**config.mk**
```make
export PLATFORM = sky130hd
export DESIGN_NAME = pc_gen_unit_flat
export DESIGN_NICKNAME = d
export VERILOG_FILES = /design/src/rtl/pc_gen_unit_if.sv /design/src/rtl/pc_gen_unit.sv /design/src/flat_wrapper.sv
export SDC_FILE = /design/constraint.sdc
export NUM_CORES = 1
export LEC_CHECK = 0
export CORE_MARGIN = 3
export CORE_UTILIZATION = 45
export CTS_BUF_LIST = sky130_fd_sc_hd__clkbuf_16
export CTS_CLUSTER_DIAMETER = 80
export CTS_CLUSTER_SIZE = 30
export DETAILED_ROUTE_END_ITERATION = 10
export HOLD_SLACK_MARGIN = 0.03
export PLACE_DENSITY_LB_ADDON = 0.2
export SLEW_MARGIN = 20
export SYNTH_ARGS = -nofsm -noshare
export SYNTH_HDL_FRONTEND = slang
export SYNTH_SLANG_ARGS = --single-unit
export TNS_END_PERCENT = 100
```
**constraint.sdc**
```tcl
create_clock -name clk -period 4.6 [get_ports clk]
set_input_delay 1.38 -clock clk [delete_from_list [all_inputs] [get_ports clk]]
set_output_delay 1.38 -clock clk [all_outputs]
set_load 0.01 [all_outputs]
```
**src/rtl/pc_gen_unit_if.sv**
```systemverilog
// Bundles the PC generator's control inputs and PC/status outputs.
// Latency: none, this is wiring only.
// Backpressure: none; stall is the only hold signal and it travels on this bus.
interface pc_gen_unit_if #(
    parameter int XLEN = 32,
    parameter int NSRC = 4
);
    logic                 stall;
    logic [NSRC-1:0]      redir_valid;
    logic [NSRC*XLEN-1:0] redir_target;
    logic [XLEN-1:0]      pc;
    logic [XLEN-1:0]      pc_plus_inc;
    logic                 redir_taken;
    logic                 pend_valid;
    logic                 misalign;
    logic [XLEN-1:0]      fault_addr;
    logic [31:0]          redir_count;

    // The side that requests redirects and consumes the PC.
    modport master (
        output stall, redir_valid, redir_target,
        input  pc, pc_plus_inc, redir_taken, pend_valid, misalign, fault_addr, redir_count
    );

    // The PC generator itself.
    modport slave (
        input  stall, redir_valid, redir_target,
        output pc, pc_plus_inc, redir_taken, pend_valid, misalign, fault_addr, redir_count
    );
endinterface

```
**src/rtl/pc_gen_unit.sv**
```systemverilog
// Front-end PC register: prioritised redirects, PC+INC path, one-entry stall buffer, misalign drop.
// Latency: a redirect seen with stall=0 lands on pc next cycle; a buffered one lands one cycle after stall falls.
// Backpressure: stall holds pc; one redirect (highest priority seen) is kept while stalled, never overflows.
module pc_gen_unit #(
    parameter int              XLEN     = 32,
    parameter int              NSRC     = 4,
    parameter logic [XLEN-1:0] RESET_PC = '0,
    parameter int              INC      = 4,
    parameter int              ALIGN    = 2
) (
    input  logic           clk,
    input  logic           rst,
    pc_gen_unit_if.slave   bus
);
    localparam int IDXW = (NSRC > 1) ? $clog2(NSRC) : 1;
    localparam logic [XLEN-1:0] ALIGN_MASK = XLEN'((64'd1 << ALIGN) - 64'd1);

    logic [XLEN-1:0] pc_r;
    logic            pend_vld;
    logic [XLEN-1:0] pend_tgt;
    logic [IDXW-1:0] pend_idx;
    logic            taken_r;
    logic            misalign_r;
    logic [XLEN-1:0] fault_r;
    logic [31:0]     count_r;

    logic            live_vld;
    logic [IDXW-1:0] live_idx;
    logic [XLEN-1:0] live_tgt;
    logic            live_bad;
    logic            live_ok;
    logic            use_live;
    logic            load;
    logic [XLEN-1:0] load_tgt;

    // Pick the lowest-index valid source; scanning downward lets lower indices overwrite higher ones.
    always_comb begin
        live_vld = 1'b0;
        live_idx = '0;
        live_tgt = '0;
        for (int i = NSRC - 1; i >= 0; i--) begin
            if (bus.redir_valid[i]) begin
                live_vld = 1'b1;
                live_idx = IDXW'(i);
                live_tgt = bus.redir_target[i*XLEN +: XLEN];
            end
        end
    end

    // Only the selected candidate is alignment-checked; a bad one behaves as if absent.
    // use_live covers both the pc load (not stalled) and the buffer capture (stalled):
    // the live candidate wins unless a strictly higher-priority entry is already pending.
    always_comb begin
        live_bad = live_vld && (|(live_tgt & ALIGN_MASK));
        live_ok  = live_vld && !live_bad;
        use_live = live_ok && (!pend_vld || (live_idx <= pend_idx));
        load     = !bus.stall && (pend_vld || live_ok);
        load_tgt = use_live ? live_tgt : pend_tgt;
    end

    // PC, pending buffer, taken flag and redirect counter.
    always_ff @(posedge clk) begin
        if (rst) begin
            pc_r     <= RESET_PC;
            pend_vld <= 1'b0;
            pend_tgt <= '0;
            pend_idx <= '0;
            taken_r  <= 1'b0;
            count_r  <= '0;
        end else if (!bus.stall) begin
            pend_vld <= 1'b0;
            taken_r  <= load;
            if (load) begin
                pc_r    <= load_tgt;
                count_r <= count_r + 32'd1;
            end else begin
                pc_r <= pc_r + XLEN'(INC);
            end
        end else begin
            taken_r <= 1'b0;
            if (use_live) begin
                pend_vld <= 1'b1;
                pend_tgt <= live_tgt;
                pend_idx <= live_idx;
            end
        end
    end

    // Misalign pulse and fault address, independent of stall.
    always_ff @(posedge clk) begin
        if (rst) begin
            misalign_r <= 1'b0;
            fault_r    <= '0;
        end else begin
            misalign_r <= live_bad;
            if (live_bad) begin
                fault_r <= live_tgt;
            end
        end
    end

    assign bus.pc          = pc_r;
    assign bus.pc_plus_inc = pc_r + XLEN'(INC);
    assign bus.redir_taken = taken_r;
    assign bus.pend_valid  = pend_vld;
    assign bus.misalign    = misalign_r;
    assign bus.fault_addr  = fault_r;
    assign bus.redir_count = count_r;
endmodule

```
**src/flat_wrapper.sv**
```systemverilog
// flat-port wrapper written by rule: the top's interface ports become plain ports
module pc_gen_unit_flat 
#(
    parameter int              XLEN     = 32,
    parameter int              NSRC     = 4,
    parameter logic [XLEN-1:0] RESET_PC = '0,
    parameter int              INC      = 4,
    parameter int              ALIGN    = 2
)
  (clk, rst, bus_stall, bus_redir_valid, bus_redir_target, bus_pc, bus_pc_plus_inc, bus_redir_taken, bus_pend_valid, bus_misalign, bus_fault_addr, bus_redir_count);
  pc_gen_unit_if #(.XLEN(XLEN), .NSRC(NSRC)) bus_i ();
  input  logic clk;
  input  logic rst;
  input wire logic [$bits(bus_i.stall)-1:0] bus_stall;
  input wire logic [$bits(bus_i.redir_valid)-1:0] bus_redir_valid;
  input wire logic [$bits(bus_i.redir_target)-1:0] bus_redir_target;
  output wire logic [$bits(bus_i.pc)-1:0] bus_pc;
  output wire logic [$bits(bus_i.pc_plus_inc)-1:0] bus_pc_plus_inc;
  output wire logic [$bits(bus_i.redir_taken)-1:0] bus_redir_taken;
  output wire logic [$bits(bus_i.pend_valid)-1:0] bus_pend_valid;
  output wire logic [$bits(bus_i.misalign)-1:0] bus_misalign;
  output wire logic [$bits(bus_i.fault_addr)-1:0] bus_fault_addr;
  output wire logic [$bits(bus_i.redir_count)-1:0] bus_redir_count;
  assign bus_i.stall = bus_stall;
  assign bus_i.redir_valid = bus_redir_valid;
  assign bus_i.redir_target = bus_redir_target;
  assign bus_pc = bus_i.pc;
  assign bus_pc_plus_inc = bus_i.pc_plus_inc;
  assign bus_redir_taken = bus_i.redir_taken;
  assign bus_pend_valid = bus_i.pend_valid;
  assign bus_misalign = bus_i.misalign;
  assign bus_fault_addr = bus_i.fault_addr;
  assign bus_redir_count = bus_i.redir_count;
  pc_gen_unit #(.XLEN(XLEN), .NSRC(NSRC), .RESET_PC(RESET_PC), .INC(INC), .ALIGN(ALIGN)) u_core (.clk(clk), .rst(rst), .bus(bus_i));
endmodule
```
==> flow_summary.toml <==
[status]
status = "complete, no violations"

[worst_hold_path]
hold-path-endpoint = "u_core.bus.fault_addr[23]"
min_from = "u_core.bus.fault_addr[23]"
hold_class = "reg2reg"
hold_path_depth = 2

[finish]
nets = 1263
final_cells = 1349
nFillCells = 1309
syn2layout_area_growth_pct = 46.9
final_util = 0.686
drive_above_1_share = 0.0677

[die]
dieArea_mm2 = 0.0176
num_rows = 45
die-width_um = 133
io_pins = 266
start_util = 0.467
die_h_um = 133
core_mm2 = 0.0154

[cts]
clock-root-buffer = "clkbuf_16"
clkTransAtPathRegs_ns = 0.06
clk_latency_ns = 0.42
cts_max_level = 4
cts_buffers = 17
clockBufferDepth = 2
tritoncts = "done"
hold_buffers = 0
post-cts-setup-buffers = 0
cts_sinks = 133

[synthesis]
syn_area_mm2 = 0.00720
seq_area_frac_synth = 0.370
syn-num-nets = 1036
ys_ff_latch = 133
ys.flop_type = "dfxtp_1"
syn-mean-instance-area_um2 = 8.03
syn-instance-count = 897
synth_edf_count = 0
synth_top_area_cell = "dfxtp_1"
synthArstFlopShare = 0
yosys-top-cells-area = "dfxtp_1 37%, xnor2_1 5.5%, nor2_1 5.4%"
synth.distinct_cells = 58
yosys_warnings = 0
synth_top_area_frac = 0.370

[worst_setup_path]
critical-path-max-stage-delay_ns = 0.57
start_kind = "flop"
crit_fanout = 8
path_cells = "ha_1 -> nand3_1 -> or3_4 -> or3_1 -> xnor2_1 -> clkdlybuf4s50_1"
cp_data_required_time_ns = 3.22
worstSetupEndpointType = "output port"
r2r_setup_slack_ns = 1.69
ff2ff_path_depth = 6
worstSetupPathType = "reg2out"
critPathBufInv = 1
cpMaxStageDelayCell = "clkdlybuf4s50_1"
r2r-start = "u_core.bus.redir_count[8]"
cp.arrival_ns = 3.04
crit_family = "simple AND/OR/NAND/NOR gates"
regToRegEndpoint = "u_core.bus.redir_count[31]"

[detailed_routing]
post_drt_wl_per_cell_um = 17.4
final_antenna_net_count = 0
routed_wl_mm = 23.4
via_per_inst = 5.59
first_pass_iters = 5
drt-initial-drc-count = 541
num_vias = 7543
drc = 0

[global_route]
grt.total_usage = 0.257
grt_overflow = 0
grt_first_pass_wirelength_mm = 36.9
grt_pass1_vias = 7124
antenna_found_initial = 1
grt_start_max_net_pins = 74

[power_and_ir_drop]
power.density_mw_per_mm2 = 308
p_leak_nw = 3.86
ir_drop_v = 0.000256

[timing]
finalWorstPathRequiredPeriod_ns = 4.42
hold_violations = 0
maxSlewViolCount = 0
maxClockFrequency_ghz = 0.226
hold-worst-slack_ns = 0.448
slew_headroom = 0.478
final-setup-viol-count = 0
rsz0062_at_grt = "false"
skew_ns = 0.00856
tightestPinTransition_ns = 0.784
period_share = 0.962
finalSetupTns_ns = 0

[placed_design]
place_hpwl_mm = 17.2
io_buffers = 265
dp.cells = 1316
place.gp.congestion = 0.864

[run]
cap_viol_max_count = 0
-- worst max-delay path by stage --
stage	from	end	slack, ns	cells after the start
6_report	u_core.bus.pc[2]	bus_pc_plus_inc[24]	0.18	6
5_1_grt	u_core.bus.pc[2]	bus_pc_plus_inc[24]	0.03	6
4_1_cts	u_core.bus.pc[2]	bus_pc_plus_inc[24]	0.06	6
3_5_place_dp	bus_redir_valid[2]	u_core.pend_tgt[25]	0.49	9
3_3_place_gp	u_core.bus.pc[2]	bus_pc_plus_inc[24]	0.49	6
2_1_floorplan	bus_redir_valid[2]	u_core.pend_idx[1]	0.60	13
-- logic make-up (layout without fill, tap and decap cells) --
| group | count (synthesis) | after routing | share of synthesized area |
|---|---|---|---|
| AND/OR/NAND/NOR | 343 | 343 | 0.237 |
| AO/OA/AOI/OAI | 215 | 215 | 0.208 |
| flip-flops | 133 | 133 | 0.370 |
| buffers and inverters | 114 | 354 | 0.0629 |
| XOR/XNOR | 56 | 56 | 0.0681 |
| multiplexers | 32 | 32 | 0.0466 |
| adder cells (fa/ha/maj) | 4 | 4 | 0.00695 |
| other | 0 | 1 | 0 |
-- cell usage after synthesis, types with 3 or more instances --
cell,instances
o221ai_1,6
nor3b_1,4
o22ai_1,15
nor4b_1,3
mux2i_1,20
o21ai_0,19
nor4_1,18
a21o_1,6
clkbuf_1,57
mux2_2,11
and2_1,4
dfxtp_1,133
inv_1,39
a22oi_1,5
and3_1,11
a221oi_1,26
a21oi_1,58
o31a_1,9
ha_1,4
nand2_1,95
o31ai_1,5
a211oi_1,21
buf_2,8
buf_1,6
and4_1,7
a221o_1,16
xor2_1,11
a22o_1,11
nor2_1,103
or3_1,6
a31oi_1,10
nor3_1,18
nand3_1,28
xnor2_1,45
nor2b_1,20
nand4_1,9
-- report_power, final --
group | leakage, nW | switching (mW) | total, mW | internal, mW
logic | 2.49 | 0.300 | 0.609 | 0.309
clock network | 0.288 | 0.509 | 1.41 | 0.899
registers | 1.08 | 0.0388 | 1.24 | 1.21
total | 3.86 | 0.849 | 3.26 | 2.41
-- sequential cells by signal, indices dropped and copies added, names as in the netlist --
register,cells
u_core.bus.redir_taken,1
u_core.bus.pend_valid,1
u_core.pend_tgt,32
u_core.bus.redir_count,32
u_core.pend_idx,2
u_core.bus.fault_addr,32
u_core.bus.pc,32
u_core.bus.misalign,1
-- tightest hold or removal path, stage by stage, from the launching register on --
cell and delay [ns]:
dfxtp_1 0.30, nand2_1 0.05, a21oi_1 0.05
-- repair_timing --
item	in CTS	in global routing
endpoints found under the hold margin	0	0
setup endpoints to repair	0	1
resized for setup	0	1
-- per-layer routing --
layer  track usage  vias up  routed length (µm)
li1              -     3666                   -
met4        0.0924        0                 579
met1         0.321     3533                9970
met3        0.0726       42                1820
met2         0.423      302               11100
met5             0        -                   0
-- per-stage QoR --
stage	instance area (µm²)	power, mW	setup slack, ns
final	10600	3.26	0.176
after global routing	10600	3.39	0.0297
after CTS	10600	3.28	0.0571
after detailed placement	9960	1.87	0.490
after global placement	9960	1.87	0.493
after floorplan	7200	1.56	0.604
-- layout make-up --
| cell class | instances | area (µm²) | share of cell area |
|---|---|---|---|
| well taps | 211 | 264 | 0.0250 |
| diodes | 1 | 2.50 | 0.000237 |
| multi-input cells | 650 | 4110 | 0.388 |
| clock inverters | 15 | 189 | 0.0179 |
| clock buffers | 17 | 425 | 0.0402 |
| inverters | 40 | 150 | 0.0142 |
| flip-flops and latches | 133 | 2660 | 0.252 |
| repair buffers | 282 | 2780 | 0.262 |
-- cell usage in the layout, fill, tap and decap left out, types with 9 or more instances in the layout --
cell / count
clkdlybuf4s50_1: 261
dfxtp_1: 133
nor2_1: 103
nand2_1: 95
a21oi_1: 58
xnor2_1: 45
inv_1: 40
nand3_1: 28
a221oi_1: 26
a211oi_1: 21
mux2i_1: 20
nor2b_1: 19
o21ai_0: 19
nor3_1: 18
nor4_1: 18
clkbuf_16: 17
buf_4: 17
a221o_1: 16
o22ai_1: 15
and3_1: 11
xor2_1: 11
a22o_1: 11
mux2_2: 11
nand4_1: 9
o31a_1: 9
a31oi_1: 9
Power figures use the tool's default switching activity.
